**config.mk**
```make
export PLATFORM = sky130hd
export DESIGN_NAME = memory_ram_ctrl
export DESIGN_NICKNAME = d
export VERILOG_FILES = /design/src/rtl/memory_ram_ctrl.sv
export SDC_FILE = /design/constraint.sdc
export NUM_CORES = 1
export LEC_CHECK = 0
export ABC_AREA = 0
export CAP_MARGIN = 20
export CORE_ASPECT_RATIO = 1.2
export CORE_MARGIN = 3
export CORE_UTILIZATION = 41
export DETAILED_ROUTE_END_ITERATION = 8
export PLACE_DENSITY = 0.9
export SYNTH_ARGS = -nofsm -noshare
export SYNTH_HDL_FRONTEND = slang
export SYNTH_SLANG_ARGS = --single-unit
```
**constraint.sdc**
```tcl
create_clock -name clk -period 1.6 [get_ports clk]
set_input_delay 0.32 -clock clk [delete_from_list [all_inputs] [get_ports clk]]
set_output_delay 0.32 -clock clk [all_outputs]
set_load 0.005 [all_outputs]
```
**src/rtl/memory_ram_ctrl.sv**
```systemverilog
// memory_ram_ctrl: request-side controller for a single-port RAM with a posedge write
// and a negedge-registered read. It runs one load or store at a time over valid/ready
// request and response channels.
// Optional feature: define MEMCTL_WRITE_VERIFY_EN to read back every store one cycle
// after it commits and report a mismatch on rsp_err.
module memory_ram_ctrl #(
  parameter int ADDR_W = 8,
  parameter int DATA_W = 32
) (
  input  logic              clk,
  input  logic              rst_n,
  input  logic              req_valid,
  output logic              req_ready,
  input  logic              req_we,
  input  logic [ADDR_W-1:0] req_addr,
  input  logic [DATA_W-1:0] req_wdata,
  output logic              rsp_valid,
  input  logic              rsp_ready,
  output logic [DATA_W-1:0] rsp_rdata,
  output logic              rsp_err,
  output logic              mem_w_enable,
  output logic [ADDR_W-1:0] mem_addr,
  output logic [DATA_W-1:0] mem_data_in,
  input  logic [DATA_W-1:0] mem_data_out,
  output logic              busy
);

`ifdef MEMCTL_WRITE_VERIFY_EN
  typedef enum logic [1:0] {
    IDLE   = 2'd0,
    ACCESS = 2'd1,
    VERIFY = 2'd2,
    RESP   = 2'd3
  } state_t;
`else
  typedef enum logic [1:0] {
    IDLE   = 2'd0,
    ACCESS = 2'd1,
    RESP   = 2'd3
  } state_t;
`endif

  state_t              state;
  state_t              state_nxt;
  logic                op_we;
  logic                op_we_nxt;
  logic [ADDR_W-1:0]   addr_nxt;
  logic [DATA_W-1:0]   wdata_nxt;
  logic                we_nxt;
  logic                valid_nxt;
  logic [DATA_W-1:0]   rdata_nxt;

`ifdef MEMCTL_WRITE_VERIFY_EN
  logic                err_q;
  logic                err_nxt;
`endif

  // The only handshake signals that are not registered: both are plain decodes of the state.
  assign req_ready = (state == IDLE);
  assign busy      = (state != IDLE);

`ifdef MEMCTL_WRITE_VERIFY_EN
  assign rsp_err = err_q;
`else
  assign rsp_err = 1'b0;
`endif

  // Register the state and every registered output. Reset clears the write enable at once,
  // so a store that was accepted but has not reached its commit edge is dropped.
  always_ff @(posedge clk or negedge rst_n) begin
    if (!rst_n) begin
      state        <= IDLE;
      op_we        <= 1'b0;
      mem_addr     <= '0;
      mem_data_in  <= '0;
      mem_w_enable <= 1'b0;
      rsp_valid    <= 1'b0;
      rsp_rdata    <= '0;
`ifdef MEMCTL_WRITE_VERIFY_EN
      err_q        <= 1'b0;
`endif
    end else begin
      state        <= state_nxt;
      op_we        <= op_we_nxt;
      mem_addr     <= addr_nxt;
      mem_data_in  <= wdata_nxt;
      mem_w_enable <= we_nxt;
      rsp_valid    <= valid_nxt;
      rsp_rdata    <= rdata_nxt;
`ifdef MEMCTL_WRITE_VERIFY_EN
      err_q        <= err_nxt;
`endif
    end
  end

  // Next-state and next-output decode. Address and write data hold their last value unless
  // a new request is taken, and the write enable defaults low so it pulses for one cycle only.
  always_comb begin
    state_nxt = state;
    op_we_nxt = op_we;
    addr_nxt  = mem_addr;
    wdata_nxt = mem_data_in;
    we_nxt    = 1'b0;
    valid_nxt = rsp_valid;
    rdata_nxt = rsp_rdata;
`ifdef MEMCTL_WRITE_VERIFY_EN
    err_nxt   = err_q;
`endif
    case (state)
      IDLE: begin
        if (req_valid) begin
          addr_nxt  = req_addr;
          wdata_nxt = req_wdata;
          we_nxt    = req_we;
          op_we_nxt = req_we;
          state_nxt = ACCESS;
        end
      end
      ACCESS: begin
        if (op_we) begin
          rdata_nxt = '0;
`ifdef MEMCTL_WRITE_VERIFY_EN
          state_nxt = VERIFY;
`else
          valid_nxt = 1'b1;
          state_nxt = RESP;
`endif
        end else begin
          rdata_nxt = mem_data_out;
          valid_nxt = 1'b1;
`ifdef MEMCTL_WRITE_VERIFY_EN
          err_nxt   = 1'b0;
`endif
          state_nxt = RESP;
        end
      end
`ifdef MEMCTL_WRITE_VERIFY_EN
      VERIFY: begin
        err_nxt   = (mem_data_out != mem_data_in);
        valid_nxt = 1'b1;
        state_nxt = RESP;
      end
`endif
      RESP: begin
        if (rsp_ready) begin
          valid_nxt = 1'b0;
`ifdef MEMCTL_WRITE_VERIFY_EN
          err_nxt   = 1'b0;
`endif
          state_nxt = IDLE;
        end
      end
      default: begin
        state_nxt = IDLE;
      end
    endcase
  end

endmodule
```
==> results of run 1 <==
==> through the flow <==
stage               total power [mW]  setup TNS (ns)
floorplan                       5.47               0
global route                    10.3               0
global placement                7.67           -5.98
CTS                             9.75               0
detailed placement              7.82           -8.20
finish                          9.66               0
==> what timing repair did <==
action,in CTS,in global routing
gates resized for setup,5,3
hold buffers,1,0
buffers inserted,2,1
gates cloned,0,1
endpoints found under the setup margin,2,33
endpoints found under the hold margin,26,0
pin swaps,1,1
==> worst register-to-register path, cell delays in order (launching register included) <==
cell and delay [ns]:
dfrtp_2 0.41, buf_4 0.16, nor3b_4 0.17, buf_4 0.17, clkbuf_16 0.18, mux2_2 0.34
==> routing by layer <==
| metal | share of wire [%] | global-route usage (%) | routed length, um | vias up |
|---|---|---|---|---|
| met4 | 1.0 | 6.83 | 77 | 0 |
| met1 | 37 | 20.1 | 2790 | 1092 |
| met2 | 54 | 30.4 | 4110 | 95 |
| met5 | 0 | 0 | 0 | - |
| li1 | - | - | - | 1016 |
| met3 | 8.6 | 6.16 | 661 | 6 |
==> power groups by stage <==
| stage | logic, mW | registers [mW] | clock network [mW] |
|---|---|---|---|
| final | 4.43 | 3.38 | 1.85 |
| after detailed placement | 4.37 | 3.45 | 0 |
| after global routing | 4.79 | 3.50 | 1.97 |
| after CTS | 4.46 | 3.39 | 1.89 |
| after global placement | 4.27 | 3.40 | 0 |
| after floorplan | 2.01 | 3.46 | 0 |
==> how the worst min path moves through the flow <==
stage,start,to,slack (ns),cells past startpoint
floorplan,rst_n,mem_addr[0]$_DFFE_PN0P_,0.02,0
global placement,rst_n,rsp_rdata[0]$_DFFE_PN0P_,0.25,1
detailed placement,rst_n,rsp_rdata[0]$_DFFE_PN0P_,0.26,1
CTS,rst_n,rsp_rdata[0]$_DFFE_PN0P_,0.42,2
global route,rst_n,rsp_rdata[0]$_DFFE_PN0P_,0.46,2
finish,rst_n,rsp_rdata[0]$_DFFE_PN0P_,0.44,2
==> registers in the layout, summed over array words and instances (netlist names) <==
| signal | cells |
|---|---|
| mem_addr | 8 |
| rsp_rdata | 32 |
| rsp_valid | 1 |
| mem_data_in | 32 |
| state | 2 |
| mem_w_enable | 1 |
| op_we | 1 |
==> area by class of cell <==
class | count | area share, %
clock buffers | 13 | 3.29
clock inverters | 3 | 1.76
inverters | 2 | 0.146
multi-input cells | 115 | 22.2
flip-flops and latches | 77 | 37.6
well taps | 90 | 2.20
repair buffers | 165 | 32.8
==> cell families (layout without fill, tap and decap cells) <==
| group | count (synthesis) | in the layout |
|---|---|---|
| multiplexers | 73 | 73 |
| buffers and inverters | 14 | 183 |
| AND/OR/NAND/NOR | 38 | 38 |
| flip-flops | 77 | 77 |
| AO/OA/AOI/OAI | 3 | 3 |
| other | 1 | 1 |
==> placed cells by master (no fill, tap or decap), types with 2 or more instances in the layout <==
| master | Yosys | layout |
|---|---|---|
| clkdlybuf4s50_1 | 0 | 147 |
| dfrtp_1 | 77 | 75 |
| mux2_2 | 64 | 64 |
| nor2b_1 | 26 | 25 |
| clkbuf_8 | 0 | 12 |
| mux2_4 | 9 | 9 |
| buf_4 | 1 | 8 |
| and2b_1 | 7 | 7 |
| bufinv_16 | 0 | 3 |
| buf_12 | 3 | 3 |
| inv_1 | 2 | 2 |
| dlygate4sd2_1 | 0 | 2 |
| dlymetal6s2s_1 | 0 | 2 |
| dfrtp_2 | 0 | 2 |
==> metrics.cfg, run 1 <==
[timing]
finalMaxSlewViolations=0
max_freq_ghz=0.645
fin_worst_hold_slack_ns=0.442
setup_ws_ns=0.0486
worst_clock_skew_ns=0.00808
period_needed_ns=1.55
rsz_0062_raised_after_global_routing=no
final_min_period_over_clock_period_pct=97.0
final_hold_viol_count=0
final-setup-viol-count=0

[worst_setup_path]
crit_end=mem_data_in[12]$_DFFE_PN0P_
cells_along_the_critical_path=buf_4, nor3b_4, buf_4, clkbuf_16, mux2_2
startpoint_type=flip-flop
crit_family=buffers and inverters
timing.critical_path.arrival_ns=1.77
critPathMostFrequentCell=buf_4
worstPathRequired_ns=1.82
worstSetupEndpointType=flip-flop
crit_path_from=state[0]$_DFFE_PN0P_
setup.worst_path.class=reg -> reg
critPathSlowestCell=dfrtp_2
regToRegEndpoint=mem_data_in[12]$_DFFE_PN0P_
critical_path_cell_count=5
biggest_cell_delay_along_the_critical_path_ns=0.41
cp_max_fo=16
ff_to_ff_start=state[0]$_DFFE_PN0P_
worstPathBufferInverterCount=3
number_of_cells_traversed_by_the_worst_register_to_register_path=5
reg2reg_setup_slack_ns=0.05

[power_and_ir_drop]
pwr-share-seq_pct=34.9
switching_power_mw=2.58
switching_share_pct=26.7
power.ir.vdd_worst_uv=1340
leakage_power_of_the_design_nw=2.22
p_int_mw=7.09
power.density_nw_per_um2=1880
comb_pwr_share_pct=45.9
fraction_of_power_consumed_by_the_clock_network_pct=19.2

[logic_synthesis]
synth_most_common_cell=dfrtp_1
yosys.area_share.adder_pct=0
ys_async_sr_fraction_pct=100
largest_family_of_logic_cells_by_synthesized_area=multiplexers
synth_nets=283
synth_cells=206
post_synth_mux_area_share_pct=26.8
most_used_flip_flop_cell_after_synthesis=dfrtp_1
ranking_of_synthesized_cells_by_area=dfrtp_1, mux2_2, nor2b_1
synthSimpleGateAreaFrac_pct=7.86
synth_area_per_cell_um2=15.5
synth_xor_xnor_area_share_pct=0
number_of_flops_mapped_to_enable_cells_by_yosys=0
post_synth_instance_area_um2=3200
synth_seq_cells=77
synth_commonest_cells=dfrtp_1, mux2_2, nor2b_1, mux2_4, and2b_1
seq_area_frac_synth_pct=60.2
yosysTopAreaCell=dfrtp_1
fraction_of_the_mapped_netlist_area_in_compound_gates_pct=0.587
post-synth-top-area-fraction_pct=60.2
ys_types=18
yosys_warnings=0

[cells_and_area]
final_nets=447
layout.cells.non_filler=465
layout.area.seq_um2=1930
postLayoutCellArea_um2=5130
drive_above_1_share_pct=28.3
insertedDiodeCount=0
postLayoutCoreUtil_pct=69.3
multi_input_area_um2=1140
area.growth.synth_to_final_pct=60.3
fill_cell_instance_count_of_the_final_layout=524

[cts]
clock-sinks=77
ctsRootBufferMaster=clkbuf_8
ctsLongestPathBuffers=2
cts_tree=built
cts.clk_slew.worst_paths_ns=0.08
worstSkewPairLatency_ns=0.34
htree_levels=3
number_of_buffers_created_by_cts=9

[placement]
preCtsSetupSlack_ns=-0.223
portBuffers=152
placedInstanceArea_um2=4800
placed_instance_count=444
routabilityCongestion=0.706
detailed_place_hpwl_um=5620

[die]
std_cell_rows=34
die_width_um=86.6
die_area_um2=8900
initial_core_utilization_pct=43.2
fp.coreArea_um2=7400
num_io_pins=154
die_height_um=103

[grt]
gr-usage-all-layers_pct=17.6
grt_first_pass_wirelength_um=12100
grt_antenna_before_repair=0
grt.overflow.total=0
grt_start_max_net_pins=40
first_global_vias=2448

[routing]
drt_wl_total_um=7650
drt_iter0_markers=60
drt-wirelength-per-cell_um=16.4
ant_nets=0
drt_pass1_iterations=3
route.vias.total=2209
avgViaCountPerCell=4.75
remaining_drc_errors=0

[flow_run]
max_cap_viol_count=0

[worst_hold_path]
hold_path_class=in -> async

[status]
outcome=finished, final reports clean

Note: power is estimated with default switching activity, not from simulation.
==> run 2: changes to the inputs <==
- CORE_ASPECT_RATIO: 1.2 -> unset
- REMOVE_ABC_BUFFERS: unset -> 1
==> run 2 against run 1 <==
Against the previous run:
- sequential power barely moved
- die area hardly changed
- combinational power about the same
- total power shrank 5.0%
- hold slack gained 0.0040 ns
- critical path type is now reg -> out
- critical endpoint is now rsp_rdata[11]
- largest cell class unchanged
- largest power group unchanged
- highest routed layer unchanged
==> metrics.cfg, run 2 (same netlist as run 1, synthesis figures left out) <==
[status]
outcome=finished, final reports clean  ; unchanged

[worst_setup_path]
number_of_cells_traversed_by_the_worst_register_to_register_path=5  ; unchanged
crit_family=buffers and inverters  ; unchanged
cells_along_the_critical_path=clkdlybuf4s50_1  ; was buf_4, nor3b_4, buf_4, clkbuf_16, mux2_2
reg2reg_setup_slack_ns=0.07  ; was 0.05 ns
critPathSlowestCell=clkdlybuf4s50_1  ; was dfrtp_2
worstSetupEndpointType=output port  ; was flip-flop
timing.critical_path.arrival_ns=1.22  ; was 1.77 ns
cp_max_fo=2  ; was 16
regToRegEndpoint=mem_addr[1]$_DFFE_PN0P_  ; was mem_data_in[12]$_DFFE_PN0P_
worstPathRequired_ns=1.28  ; was 1.82 ns
ff_to_ff_start=state[0]$_DFFE_PN0P_  ; unchanged
setup.worst_path.class=reg -> out  ; was reg -> reg
critical_path_cell_count=1  ; was 5
worstPathBufferInverterCount=1  ; was 3
startpoint_type=flip-flop  ; unchanged
biggest_cell_delay_along_the_critical_path_ns=0.53  ; was 0.41 ns

[cts]
clock-sinks=77  ; unchanged
ctsRootBufferMaster=clkbuf_8  ; unchanged
htree_levels=3  ; unchanged
worstSkewPairLatency_ns=0.33  ; was 0.34 ns
ctsLongestPathBuffers=2  ; unchanged
cts.clk_slew.worst_paths_ns=0.08  ; about the same
cts_tree=built  ; unchanged
number_of_buffers_created_by_cts=9  ; unchanged

[cells_and_area]
layout.cells.most_common_list=clkdlybuf4s50_1, dfrtp_1, mux2_2, nor2b_1  ; was clkdlybuf4s50_1, dfrtp_1, mux2_2, nor2b_1, clkbuf_8
postLayoutCoreUtil_pct=68.3  ; was 69.3%
layout.area.seq_um2=1930  ; unchanged
fill_cell_instance_count_of_the_final_layout=557  ; was 524
area.growth.synth_to_final_pct=58.2  ; was 60.3%
largestRegisters=mem_data_in x32, rsp_rdata x32, mem_addr x8  ; unchanged
multi_input_area_um2=1140  ; unchanged
final_common_cell=clkdlybuf4s50_1  ; unchanged
drive_above_1_share_pct=28.5  ; was 28.3%
final_nets=448  ; was 447
insertedDiodeCount=0  ; unchanged

[placement]
preCtsSetupSlack_ns=-0.207  ; was -0.223 ns
routabilityCongestion=0.730  ; was 0.706
portBuffers=152  ; unchanged
detailed_place_hpwl_um=5510  ; was 5620 um

[grt]
first_global_vias=2382  ; was 2448
grt_antenna_before_repair=0  ; unchanged
grt_start_max_net_pins=43  ; was 40
gr-usage-all-layers_pct=17.2  ; was 17.6%
grt_first_pass_wirelength_um=12000  ; was 12100 um
grt.overflow.total=0  ; unchanged

[timing]
tns_ns=0  ; unchanged
final_min_period_over_clock_period_pct=96.2  ; was 97.0%
final-setup-viol-count=0  ; unchanged
final_hold_viol_count=0  ; unchanged
max_freq_ghz=0.650  ; was 0.645 GHz
period_needed_ns=1.54  ; was 1.55 ns
setup_ws_ns=0.0611  ; was 0.0486 ns
worst_clock_skew_ns=0.00849  ; was 0.00808 ns
finalMaxSlewViolations=0  ; unchanged

[routing]
ant_nets=0  ; unchanged
route.vias.total=2225  ; was 2209
remaining_drc_errors=0  ; unchanged
drt_iter0_markers=41  ; was 60
drt_pass1_iterations=3  ; unchanged
avgViaCountPerCell=4.69  ; was 4.75
drt_wl_total_um=7780  ; was 7650 um
drt-wirelength-per-cell_um=16.4  ; about the same

[worst_hold_path]
hold_path_class=in -> async  ; unchanged

[die]
std_cell_rows=31  ; was 34
die_width_um=94.3  ; was 86.6 um
die_area_um2=8900  ; about the same
fp.coreArea_um2=7410  ; was 7400 um2
num_io_pins=154  ; unchanged
die_height_um=94.3  ; was 103 um
initial_core_utilization_pct=43.2  ; about the same

[power_and_ir_drop]
power.ir.vdd_worst_uv=850  ; was 1340 uV
power.density_nw_per_um2=1810  ; was 1880 nW/um2
leakage_power_of_the_design_nw=2.18  ; was 2.22 nW

[flow_run]
max_cap_viol_count=0  ; unchanged

-- run 2: per-stage QoR --
stage / power [mW] / cells / hold slack (ns) / instance area [um2]
after floorplan: 5.20 / 194 / 0.0244 / 3060
after global placement: 7.62 / 452 / 0.257 / 4800
after detailed placement: 7.79 / 452 / 0.267 / 4800
after CTS: 9.24 / 470 / 0.447 / 5010
after global routing: 9.77 / 474 / 0.473 / 5060
final: 9.18 / 474 / 0.446 / 5060
-- run 2: worst max path at each step --
stage               slack [ns]                           to                      start
detailed placement       -0.21      mem_addr[1]$_DFFE_PN0P_                  req_valid
floorplan                -1.14     rsp_rdata[0]$_DFFE_PN0P_       state[0]$_DFFE_PN0P_
global placement         -0.17  mem_data_in[12]$_DFFE_PN0P_                  req_valid
CTS                       0.03      mem_addr[1]$_DFFE_PN0P_       state[1]$_DFFE_PN0P_
global route            -0.007      mem_addr[6]$_DFFE_PN0P_       state[0]$_DFFE_PN0P_
finish                    0.06                rsp_rdata[11]  rsp_rdata[11]$_DFFE_PN0P_
-- run 2: where the power goes --
part           internal [mW]  switching [mW]  total (mW)  leakage [nW]
clock                  0.699           0.674        1.37        0.0984
combinational           3.04            1.41        4.45          1.14
sequential              2.88           0.480        3.36         0.939
-- run 2: layout make-up --
class                      count  share of cell area (%)
clock buffer                   9                    2.45
multi-input combinational    115                    22.5
inverter                       2                   0.148
timing repair buffer         166                    33.2
clock inverter                 6                    1.09
sequential                    77                    38.1
tap                           99                    2.45
-- run 2: timing repair --
item                       in CTS  in global routing
gates cloned                    0                  2
hold buffers                    1                  0
resized for setup               5                  0
hold endpoints to repair       24                  0
setup endpoints to repair       2                 41
pin swaps                       0                  1
setup buffers                   2                  2
-- run 2: layer usage --
layer	wire length (um)	vias up	part of all wire (%)	track usage, %
li1	-	1027	-	-
met1	3100	1109	40	21.7
met2	4070	80	52	29.3
met3	502	9	6.5	4.06
met4	103	0	1.3	5.54
met5	0	-	0	0
